`config.mk`:
```
export PLATFORM = sky130hd
export DESIGN_NAME = lookup_merge
export DESIGN_NICKNAME = d
export VERILOG_FILES = /design/src/rtl/lookup_merge.sv
export SDC_FILE = /design/constraint.sdc
export NUM_CORES = 1
export LEC_CHECK = 0
export ABC_AREA = 1
export CORE_UTILIZATION = 30
export DETAILED_ROUTE_END_ITERATION = 8
export GPL_ROUTABILITY_DRIVEN = 0
export HOLD_SLACK_MARGIN = 0.08
export MAX_ROUTING_LAYER = met4
export RECOVER_POWER = 100
export SLEW_MARGIN = 20
export SYNTH_ARGS = -nofsm -noshare
export SYNTH_HDL_FRONTEND = slang
export SYNTH_SLANG_ARGS = --single-unit
```
`constraint.sdc`:
```
create_clock -name clk -period 8.9 [get_ports clk]
set_clock_uncertainty 0.1 [all_clocks]
set_input_delay 1.78 -clock clk [delete_from_list [all_inputs] [get_ports clk]]
set_output_delay 1.78 -clock clk [all_outputs]
set_load 0.01 [all_outputs]
```
`src/rtl/lookup_merge.sv`:
```
// lookup_merge: aligns per-channel countid streams in small FIFOs and merges one
// entry from every enabled channel into a single registered countid result.
module lookup_merge #(
    parameter int                  NUM_CH   = 4,
    parameter int                  WIDTH_ID = 6,
    parameter int                  DEPTH    = 8,
    parameter logic [WIDTH_ID-1:0] MISS_ID  = '1
) (
    input  logic                         clk,
    input  logic                         reset,
    input  logic [NUM_CH-1:0]            lk_valid,
    input  logic [NUM_CH*WIDTH_ID-1:0]   lk_id,
    input  logic [NUM_CH-1:0]            ch_enable,
    input  logic [1:0]                   mode,
    input  logic                         rule_ready,
    output logic                         countid_valid,
    output logic [WIDTH_ID-1:0]          countid,
    output logic [NUM_CH-1:0]            hit_map,
    output logic                         merge_busy,
    output logic [NUM_CH-1:0]            overflow_err
);
    localparam int ADDR_W = $clog2(DEPTH);
    localparam int PTR_W  = ADDR_W + 1;
    localparam logic [PTR_W-1:0] BUSY_LVL = PTR_W'(DEPTH - 2);

    logic [NUM_CH-1:0]   push;
    logic [NUM_CH-1:0]   pop;
    logic [NUM_CH-1:0]   full;
    logic [NUM_CH-1:0]   empty;
    logic [WIDTH_ID-1:0] head [NUM_CH];
    logic [PTR_W-1:0]    occ_d [NUM_CH];
    logic                merge;

    assign merge = (|ch_enable) && (&(~ch_enable | ~empty)) && rule_ready;

    for (genvar gi = 0; gi < NUM_CH; gi++) begin : g_ch
        logic [WIDTH_ID-1:0] mem_q [DEPTH];
        logic [PTR_W-1:0]    wr_ptr_q, wr_ptr_d;
        logic [PTR_W-1:0]    rd_ptr_q, rd_ptr_d;
        logic                ovf_q, ovf_d;

        // Extra pointer MSB distinguishes full from empty when the index bits match.
        assign empty[gi] = (wr_ptr_q == rd_ptr_q);
        assign full[gi]  = (wr_ptr_q[ADDR_W] != rd_ptr_q[ADDR_W]) &&
                           (wr_ptr_q[ADDR_W-1:0] == rd_ptr_q[ADDR_W-1:0]);
        assign head[gi]  = mem_q[rd_ptr_q[ADDR_W-1:0]];
        assign pop[gi]   = merge & ch_enable[gi];
        assign push[gi]  = lk_valid[gi] & ch_enable[gi] & (~full[gi] | pop[gi]);

        always_comb begin
            wr_ptr_d = wr_ptr_q;
            rd_ptr_d = rd_ptr_q;
            ovf_d    = ovf_q;
            if (!ch_enable[gi]) begin
                wr_ptr_d = '0;
                rd_ptr_d = '0;
            end else begin
                if (push[gi]) wr_ptr_d = wr_ptr_q + 1'b1;
                if (pop[gi])  rd_ptr_d = rd_ptr_q + 1'b1;
                if (lk_valid[gi] && full[gi] && !pop[gi]) ovf_d = 1'b1;
            end
        end

        assign occ_d[gi] = wr_ptr_d - rd_ptr_d;

        always_ff @(posedge clk) begin
            if (reset) begin
                wr_ptr_q <= '0;
                rd_ptr_q <= '0;
                ovf_q    <= 1'b0;
            end else begin
                wr_ptr_q <= wr_ptr_d;
                rd_ptr_q <= rd_ptr_d;
                ovf_q    <= ovf_d;
            end
        end

        always_ff @(posedge clk) begin
            if (push[gi] && !reset)
                mem_q[wr_ptr_q[ADDR_W-1:0]] <= lk_id[gi*WIDTH_ID +: WIDTH_ID];
        end

        assign overflow_err[gi] = ovf_q;
    end

    logic [WIDTH_ID-1:0] and_v, min_v, pri_v, merged;
    logic                found;
    logic [NUM_CH-1:0]   hit_now;

    always_comb begin
        and_v   = '1;
        min_v   = '1;
        pri_v   = MISS_ID;
        found   = 1'b0;
        hit_now = '0;
        for (int i = 0; i < NUM_CH; i++) begin
            if (ch_enable[i]) begin
                and_v      = and_v & head[i];
                hit_now[i] = (head[i] != MISS_ID);
                if (head[i] < min_v) min_v = head[i];
                if (!found && head[i] != MISS_ID) begin
                    pri_v = head[i];
                    found = 1'b1;
                end
            end
        end
        case (mode)
            2'd1:    merged = pri_v;
            2'd2:    merged = min_v;
            default: merged = and_v;
        endcase
    end

    logic                countid_valid_q, countid_valid_d;
    logic [WIDTH_ID-1:0] countid_q, countid_d;
    logic [NUM_CH-1:0]   hit_map_q, hit_map_d;
    logic                merge_busy_q, merge_busy_d;

    always_comb begin
        countid_valid_d = merge;
        countid_d       = merge ? merged : countid_q;
        hit_map_d       = merge ? hit_now : hit_map_q;
        // Busy reflects the occupancy the FIFOs will hold after this edge.
        merge_busy_d    = 1'b0;
        for (int i = 0; i < NUM_CH; i++) begin
            if (occ_d[i] >= BUSY_LVL) merge_busy_d = 1'b1;
        end
    end

    always_ff @(posedge clk) begin
        if (reset) begin
            countid_valid_q <= 1'b0;
            countid_q       <= '0;
            hit_map_q       <= '0;
            merge_busy_q    <= 1'b0;
        end else begin
            countid_valid_q <= countid_valid_d;
            countid_q       <= countid_d;
            hit_map_q       <= hit_map_d;
            merge_busy_q    <= merge_busy_d;
        end
    end

    assign countid_valid = countid_valid_q;
    assign countid       = countid_q;
    assign hit_map       = hit_map_q;
    assign merge_busy    = merge_busy_q;
endmodule
```
==> results of run 1 <==
## metal layers
layer / up-vias / wire [um] / GRT usage [%]
met4: 0 / 508 / 3.65
met1: 4168 / 13100 / 18.8
met5: - / 0 / -
li1: 4288 / - / -
met2: 200 / 13900 / 24.2
met3: 45 / 1080 / 1.51
## critical path, stage by stage
cell and delay [ns]:
dlygate4sd3_1 0.73, inv_1 0.46, nand3_1 0.19, o21ai_0 0.35, nor3_4 0.08, nand2_1 0.62, clkinvlp_2 0.92, nand2_1 0.45
nand2_1 0.12, nand3_1 0.19, o21ai_0 0.12, nand2_1 0.11, ha_1 0.19, inv_1 0.06, fa_1 0.37, or2_2 0.30
a31o_2 0.25, a221oi_1 0.21, a41oi_1 0.26
## state kept, by name (all words and copies together) (netlist names)
name / cells
merge_busy: 1
countid_valid: 1
g_ch.rd_ptr_q: 16
g_ch.mem_q: 192
g_ch.wr_ptr_q: 16
hit_map: 4
countid: 6
g_ch.ovf_q: 4
## how the worst max path moves through the flow
stage / slack [ns] / cells after the start / to
floorplan: 3.11 / 28 / countid[2]
global placement: 1.84 / 25 / countid[2]
detailed placement: 1.69 / 25 / countid[2]
CTS: 2.21 / 25 / countid[2]
global route: 0.98 / 21 / merge_busy
finish: 1.35 / 19 / merge_busy
## layout make-up
| type | count | share of cell area [%] |
|---|---|---|
| clock inverters | 10 | 0.346 |
| repair buffers | 58 | 4.14 |
| inverters | 120 | 3.44 |
| clock buffers | 34 | 4.93 |
| flip-flops and latches | 240 | 50.3 |
| well taps | 518 | 4.85 |
| multi-input cells | 799 | 32.0 |
## cell usage after synthesis (13+ instances only)
master	instances	share of area (%)
nor2_1	148	4.7
inv_2	16	0.51
nor3_1	34	1.4
clkbuf_1	15	0.48
o21ai_1	29	1.2
ha_1	36	3.8
xnor2_1	13	0.96
nand3_1	66	2.8
dfxtp_1	48	8.1
inv_1	101	3.2
o21ai_0	117	5.0
buf_2	17	0.72
o22ai_1	40	2.1
a21oi_1	37	1.6
nand2_1	181	5.8
edfxtp_1	192	49
## where the power goes
group          switching (W)  internal (W)  leakage (nW)  total [W]
logic               0.000121     0.0000613          2.45   0.000182
registers         0.00000689       0.00122          2.12    0.00123
clock network       0.000411      0.000515         0.344   0.000927
total               0.000539       0.00180          4.91    0.00234
## kinds of logic after synthesis
group           Yosys count
simple gates            482
compound gates          253
flops                   240
buf+inv                 174
fa+ha+maj                40
xor+xnor                 24
## through the flow
stage	hold slack (ns)	area, um^2	power [W]	utilization [%]
after floorplan	0.330	11800	0.00137	-
after global placement	0.343	12700	0.00143	32.8
after detailed placement	0.345	12700	0.00144	32.9
after CTS	0.354	13400	0.00236	34.7
after global routing	0.366	13400	0.00242	34.5
final	0.347	13400	0.00234	34.5
==> out/metrics.cfg, run 1 <==
[sta]
slew_headroom_pct=-1.05
rsz0062_at_grt=no
finalSetupTns_ns=0
finalCritPeriodShare_pct=84.8
hold_violations=0
fmax_mhz=132
fin_ws_ns=1.35
worstMarginPinSlew_ns=1.50
slew_violations=7
period_needed_ns=7.55
setup_viol=0

[placed_design]
place_ws_ns=1.69
dp_cells=1735
post-dp-hpwl_um=19700
io_buffers=52

[synthesis]
synth_compound_area_share_pct=12.1
yosysWarnings=0
synth_nets=1290
synthSimpleGateAreaFrac_pct=18.2
synth.area.mux_share_pct=0
synth_top_family_by_area=simple AND/OR/NAND/NOR gates
netlist_area_um2=11800
synth.distinct_cells=50
syn_inst=1213
synth_flop_cell=edfxtp_1
synth-seq-cells=240
async_flop_share_pct=0
synth_xor_area_share_pct=1.78
syn_area_per_cell_um2=9.73
yosysSeqAreaShare_pct=57.0
synth_edf_count=192
synth_fa_ha_area_share_pct=4.49

[grt]
grt_usage_pct=14.5
grt_remaining_overflow=0
antenna_found_initial=1
grt_pass1_vias=8414
grt_max_degree=50
grt_pass1_wl_um=45300

[final_layout]
seqCellArea_um2=6730
diodes=0
area_growth_pct=13.2
fill_cells=3924
layout_common_cells=192 x edfxtp_1, 186 x nand2_1, 151 x nor2_1
fin_cells=1779
final_common_cell=edfxtp_1
final_nets=1321
layout-drive-gt1-share_pct=6.03
multi_input_area_um2=4270

[route]
vias=8701
via_per_inst=4.89
wirelength_um=28600
ant_nets=0
drtIter0Drc=696
wl_per_cell_um=16.1
drc=0
first_pass_iters=5

[floorplan]
initial_utilization_pct=30.5
rows=72
ios=53
core_um2=38700
die_x_um=200
die-area_um2=40200
die_h_um=200

[run_status]
status=complete, but fails checks
violations=capacitance limit, slew limit

[cts]
clockRootBuffer=clkbuf_16
clkTransAtPathRegs_ns=0.06
cts_buffers=25
cts_resized=0
cts_tree=yes
clk_latency_ns=0.52
post_cts_buffers=0
htreeDepth=1
cts_hold_buf=0
clock_tree.buffer_depth=3
cts_sinks=240

[setup_path]
required_ns=9.12
reg2reg_from=g_ch[0].rd_ptr_q[0]
cp.arrival_ns=7.77
r2r-end=countid[2]
crit_type=in -> reg
rr_worst_depth=28
crit_path_start=ch_enable[2]
reg2reg_slack_ns=2.31
startpoint_type=input port
end_kind=flop
cp_max_fo=19

[min_path]
min_from=g_ch[1].ovf_q
whs_endpoint=g_ch[1].ovf_q
hold_class=reg -> reg
min_path_cells=2

[power]
ir_drop_uv=122
power_density_nw_per_um2=175
leakagePower_nw=4.91

[job]
max_cap_violations=1

(Power assumes the default switching activity.)
==> inputs of run 2 (changes only) <==
==> constraint.sdc (replaced) <==
create_clock -name clk -period 6.1 [get_ports clk]
set_clock_uncertainty 0.1 [all_clocks]
set_input_delay 1.22 -clock clk [delete_from_list [all_inputs] [get_ports clk]]
set_output_delay 1.22 -clock clk [all_outputs]
set_load 0.01 [all_outputs]
==> run 2 against run 1 <==
The run now ends clean. Clock-buffer cell count decreased by 2. Global-route usage increased by 0.39 points. Cell count increased by 2.0%. First-iteration DRC count grew 3.2%. Largest cell class unchanged. Largest power group unchanged.
==> out/metrics.cfg, run 2 (synthesis gave the netlist of run 1 again) <==
[power]
p_sw_share_pct=22.4  ; was 23.1%
power_density_nw_per_um2=268  ; was 175 nW/um^2
power.share.clock_pct=43.8  ; was 39.7%
seq_power_share_pct=48.7  ; was 52.5%
comb_power_share_pct=7.6  ; was 7.8%
intPower_w=0.00285  ; was 0.00180 W
power_switching_w=0.000822  ; was 0.000539 W
fin_total_pwr_w=0.00368  ; was 0.00234 W
leakagePower_nw=5.09  ; was 4.91 nW
ir_drop_uv=193  ; was 122 uV

[setup_path]
end_kind=flop  ; unchanged
cp_max_fo=18  ; was 19
cpLargestDelayFamily=buffers and inverters  ; unchanged
crit_chain=clkdlybuf4s50_1 -> clkbuf_1 -> nand2_1 -> o31ai_1 -> inv_1 -> nand2_1 -> clkinvlp_2 -> nand2_1 -> nand2_1 -> nand3_2 -> o21ai_0 -> nand2_1 -> ha_1 -> inv_1 -> fa_1 -> or2_2 -> a31o_2 -> a221oi_1 -> a41oi_1  ; was dlygate4sd3_1 -> inv_1 -> nand3_1 -> o21ai_0 -> nor3_4 -> nand2_1 -> clkinvlp_2 -> nand2_1 -> nand2_1 -> nand3_1 -> o21ai_0 -> nand2_1 -> ha_1 -> inv_1 -> fa_1 -> or2_2 -> a31o_2 -> a221oi_1 -> a41oi_1
critical_path.most_common_cell=nand2_1  ; unchanged
critPathMaxStageDelay_ns=0.67  ; was 0.92 ns
cp.arrival_ns=5.97  ; was 7.77 ns
slowest_stage=clkinvlp_2  ; unchanged
rr_worst_depth=29  ; was 28
crit_type=in -> reg  ; unchanged
worst-path-buf-inv=5  ; was 4
cp_num_cells=19  ; unchanged
required_ns=6.34  ; was 9.12 ns
startpoint_type=input port  ; unchanged

[cts]
clock_tree.buffer_depth=3  ; unchanged
cts_sinks=240  ; unchanged
htreeDepth=1  ; unchanged
clockRootBuffer=clkbuf_16  ; unchanged
cts_buffers=27  ; was 25
clkTransAtPathRegs_ns=0.06  ; about the same
cts_tree=yes  ; unchanged
clk_latency_ns=0.53  ; was 0.52 ns
cts_hold_buf=0  ; unchanged

[grt]
grt_remaining_overflow=0  ; unchanged
grt_max_degree=49  ; was 50
grt_pass1_vias=8473  ; was 8414
antenna_found_initial=0  ; was 1
grt_pass1_wl_um=46600  ; was 45300 um
grt_usage_pct=14.9  ; was 14.5%

[min_path]
min_path_cells=2  ; unchanged
hold_class=reg -> reg  ; unchanged

[sta]
hold_violations=0  ; unchanged
fmax_mhz=175
slew_violations=0  ; was 7
setup_viol=0  ; unchanged
worstMarginPinSlew_ns=1.10  ; was 1.50 ns
finalCritPeriodShare_pct=93.8
period_needed_ns=5.72
slew_headroom_pct=26.4  ; was -1.05%
fin_ws_ns=0.376  ; was 1.35 ns

[job]
max_cap_violations=0  ; was 1

[floorplan]
initial_utilization_pct=30.5  ; unchanged
core_um2=38700  ; unchanged
rows=72  ; unchanged
ios=53  ; unchanged
die-area_um2=40200  ; unchanged
die_h_um=200  ; unchanged
die_x_um=200  ; unchanged

[final_layout]
fin_cells=1815  ; was 1779
largest_reg_flops=192  ; unchanged
layout-drive-gt1-share_pct=8.02  ; was 6.03%
diodes=0  ; unchanged
seqCellArea_um2=6730  ; unchanged
layout_common_cells=192 x edfxtp_1, 184 x nand2_1, 151 x nor2_1  ; was 192 x edfxtp_1, 186 x nand2_1, 151 x nor2_1
fill_cells=3914  ; was 3924
multi_input_area_um2=4290  ; was 4270 um^2
final_area_um2=13700  ; was 13400 um^2
area_growth_pct=16.2  ; was 13.2%
final_nets=1354  ; was 1321
final_common_cell=edfxtp_1  ; unchanged

[route]
first_pass_iters=5  ; unchanged
drc=0  ; unchanged
wl_per_cell_um=16.2  ; was 16.1 um
vias=8841  ; was 8701
ant_nets=0  ; unchanged
wirelength_um=29300  ; was 28600 um
via_per_inst=4.87  ; was 4.89
drtIter0Drc=718  ; was 696

[placed_design]
io_buffers=52  ; unchanged
dp_cells=1764  ; was 1735
post-dp-hpwl_um=20300  ; was 19700 um
placement.cell_area_um2=12900  ; was 12700 um^2
place_ws_ns=-0.228  ; was 1.69 ns

[run_status]
status=complete, no violations  ; was complete, but fails checks

[run 2: cell count changes in the layout (fill, tap and decap cells not counted), sizes merged]
cell,before,now
buf,5,18
inv,116,118
dlygate4sd3,42,40
clkdlybuf4s50,9,11
clkinvlp,1,2
bufinv,0,4
clkbuf,36,52
[run 2: power by group through the flow]
stage	sequential (W)	clock [W]	combinational, W
5_1_grt	0.00179	0.00171	0.000310
6_report	0.00179	0.00161	0.000279
3_5_place_dp	0.00182	0	0.000281
4_1_cts	0.00179	0.00165	0.000283
3_3_place_gp	0.00182	0	0.000277
2_1_floorplan	0.00182	0	0.000173
[run 2: worst min-delay path, stage by stage (launching register included)]
cell,delay (ns)
dfxtp_1,0.30
inv_1,0.04
a21oi_1,0.05
[run 2: stage by stage]
stage	setup TNS [ns]	hold WS, ns	util (%)
after floorplan	0	0.330	-
after global placement	-0.148	0.342	33.4
after detailed placement	-1.31	0.342	33.4
after CTS	0	0.351	35.7
after global routing	-0.0473	0.365	35.4
final	0	0.346	35.4
[run 2: repair_timing]
action                     4_1_cts  5_1_grt
setup endpoints to repair        0        6
resized for setup                0        4
setup buffers                    0        2
[run 2: per-layer routing]
layer  track usage, %  up-vias  wire length, um
met5                -        -                0
met4             4.20        0              651
met3             2.16       48             1400
met2             24.6      222            14100
met1             19.0     4209            13100
li1                 -     4362                -
[run 2: worst paths after layout]
| path | endpoint | slack, ns | start |
|---|---|---|---|
| setup / recovery | merge_busy | 0.38 | ch_enable[0] |
| setup reg to reg | countid[3] | 0.51 | g_ch[1].rd_ptr_q[1] |
| hold reg to reg | g_ch[1].ovf_q | 0.35 | g_ch[1].ovf_q |
| hold / removal | g_ch[1].ovf_q | 0.35 | g_ch[1].ovf_q |
[run 2: area by class of cell]
cell class,count,share of cell area [%]
flip-flops and latches,240,49.0
multi-input cells,799,31.3
repair buffers,89,5.24
clock buffers,32,5.06
well taps,518,4.72
inverters,120,3.35
clock inverters,17,1.33
==> inputs of run 3 (changes only) <==
--- a/config.mk
+++ b/config.mk
@@ -6,11 +6,14 @@
 export NUM_CORES = 1
 export LEC_CHECK = 0
 export ABC_AREA = 1
+export CELL_PAD_IN_SITES_DETAIL_PLACEMENT = 1
+export CELL_PAD_IN_SITES_GLOBAL_PLACEMENT = 1
 export CORE_UTILIZATION = 30
 export DETAILED_ROUTE_END_ITERATION = 8
 export GPL_ROUTABILITY_DRIVEN = 0
 export HOLD_SLACK_MARGIN = 0.08
 export MAX_ROUTING_LAYER = met4
+export PLACE_DENSITY_LB_ADDON = 0.1
 export RECOVER_POWER = 100
 export SLEW_MARGIN = 20
 export SYNTH_ARGS = -nofsm -noshare
==> run 3 against run 2 <==
Maximum frequency is 0.28% higher. Combinational power is 5% higher. Power is 2.0% higher. Critical endpoint unchanged. Largest cell class unchanged. Largest power group unchanged. Highest routed layer unchanged.
==> out/metrics.cfg, run 3 (synthesis gave the netlist of run 1 again) <==
[floorplan]
rows=72  ; unchanged
ios=53  ; unchanged
initial_utilization_pct=30.5  ; unchanged
die_x_um=200  ; unchanged
die_h_um=200  ; unchanged
core_um2=38700  ; unchanged
die-area_um2=40200  ; unchanged

[grt]
grt_pass1_wl_um=53900  ; was 46600 um
grt_max_degree=32  ; was 49
grt_pass1_vias=9130  ; was 8473
grt_usage_pct=17.8  ; was 14.9%
grt_remaining_overflow=0  ; unchanged
antenna_found_initial=1  ; was 0

[sta]
slew_headroom_pct=41.1  ; was 26.4%
setup_viol=0  ; unchanged
slew_violations=0  ; unchanged
hold_violations=0  ; unchanged
period_needed_ns=5.71  ; was 5.72 ns
finalCritPeriodShare_pct=93.6  ; was 93.8%
fmax_mhz=175  ; about the same
worstMarginPinSlew_ns=0.880  ; was 1.10 ns

[run_status]
status=complete, no violations  ; unchanged

[cts]
clk_latency_ns=0.55  ; was 0.53 ns
cts_sinks=240  ; unchanged
cts_buffers=29  ; was 27
htreeDepth=1  ; unchanged
clockRootBuffer=clkbuf_16  ; unchanged
cts_tree=yes  ; unchanged
clkTransAtPathRegs_ns=0.06  ; about the same
clock_tree.buffer_depth=3  ; unchanged
cts_hold_buf=0  ; unchanged

[setup_path]
end_kind=flop  ; unchanged
startpoint_type=input port  ; unchanged
cp.arrival_ns=5.97  ; about the same
required_ns=6.36  ; was 6.34 ns
cp_max_fo=18  ; unchanged
crit_type=in -> reg  ; unchanged

[min_path]
hold_class=reg -> reg  ; unchanged

[final_layout]
final_nets=1373  ; was 1354
final_area_um2=13900  ; was 13700 um^2
largest_reg_flops=192  ; unchanged
final_common_cell=edfxtp_1  ; unchanged
layout-drive-gt1-share_pct=9.02  ; was 8.02%
fill_cells=4446  ; was 3914
area_growth_pct=17.4  ; was 16.2%
diodes=0  ; unchanged
utilization_pct=35.8  ; was 35.4%
layout_common_cells=192 x edfxtp_1, 185 x nand2_1, 150 x nor2_1  ; was 192 x edfxtp_1, 184 x nand2_1, 151 x nor2_1

[placed_design]
placement.cell_area_um2=13100  ; was 12900 um^2
io_buffers=52  ; unchanged
post-dp-hpwl_um=24400  ; was 20300 um

[route]
wl_per_cell_um=18.6  ; was 16.2 um
vias=8881  ; was 8841
via_per_inst=4.83  ; was 4.87
first_pass_iters=4  ; was 5
wirelength_um=34200  ; was 29300 um
drtIter0Drc=340  ; was 718
ant_nets=0  ; unchanged
drc=0  ; unchanged

[power]
leakagePower_nw=5.18  ; was 5.09 nW
power_density_nw_per_um2=271  ; was 268 nW/um^2
ir_drop_uv=210  ; was 193 uV

[job]
max_cap_violations=0  ; unchanged

[run 3: cell count changes in the layout (fill, tap and decap cells not counted), moves of 3 or more]
| cell | before | now |
|---|---|---|
| clkbuf_1 | 25 | 33 |
| o21ai_1 | 26 | 30 |
| buf_4 | 17 | 30 |
| o21ai_0 | 119 | 115 |
| clkinv_1 | 9 | 6 |
[run 3: worst max-delay path, cell delays in order]
cell	delay [ns]
clkdlybuf4s50_1	0.68
inv_2	0.06
clkbuf_1	0.24
nand3_1	0.18
o21ai_0	0.10
nor3_1	0.37
nand2_1	0.34
inv_4	0.32
nand2_2	0.13
nand2_1	0.12
nand3_2	0.13
nor2_1	0.13
clkinv_1	0.11
nand2_1	0.10
ha_1	0.20
inv_1	0.06
fa_1	0.38
or2_2	0.30
a31o_2	0.25
a221oi_1	0.25
a41oi_1	0.27
[run 3: power breakdown]
| group | switching [W] | total (W) | internal [W] |
|---|---|---|---|
| clock network | 0.000681 | 0.00167 | 0.000987 |
| logic | 0.000192 | 0.000294 | 0.000102 |
| registers | 0.00000851 | 0.00179 | 0.00178 |
| total | 0.000882 | 0.00375 | 0.00287 |
[run 3: metal layers]
metal | global-route usage (%) | wire [um]
met5 | - | 0
met4 | 4.14 | 597
met3 | 2.29 | 1100
met2 | 28.9 | 16200
met1 | 23.6 | 16400
[run 3: stage by stage]
stage | setup TNS (ns) | std cells | setup slack (ns) | total power [W] | hold slack, ns
floorplan | 0 | 1213 | 0.870 | 0.00199 | 0.330
global placement | -1.96 | 1780 | -0.342 | 0.00212 | 0.344
global route | -0.0550 | 1837 | -0.0276 | 0.00391 | 0.367
detailed placement | -3.06 | 1780 | -0.521 | 0.00213 | 0.350
finish | 0 | 1837 | 0.392 | 0.00375 | 0.350
CTS | 0 | 1834 | 0.0133 | 0.00381 | 0.360
[run 3: final cells by class]
class                   count  area (um^2)  area share (%)
inverters                 120          460            3.32
flip-flops and latches    240         6730            48.5
multi-input cells         800         4280            30.9
well taps                 518          648            4.68
clock buffers              41          791            5.71
clock inverters            13          128           0.921
repair buffers            105          827            5.97
[run 3: final timing paths]
check                      startpoint             to  slack, ns  cells after the start
setup / recovery         ch_enable[0]     merge_busy       0.39                     21
hold / removal          g_ch[1].ovf_q  g_ch[1].ovf_q       0.35                      2
setup reg to reg  g_ch[0].rd_ptr_q[0]     countid[2]       0.55                     29
hold reg to reg         g_ch[1].ovf_q  g_ch[1].ovf_q       0.35                      2
[run 3: repair_timing]
action / CTS / global route
resized for setup: 0 / 6
endpoints found under the setup margin: 0 / 6
setup buffers: 0 / 2
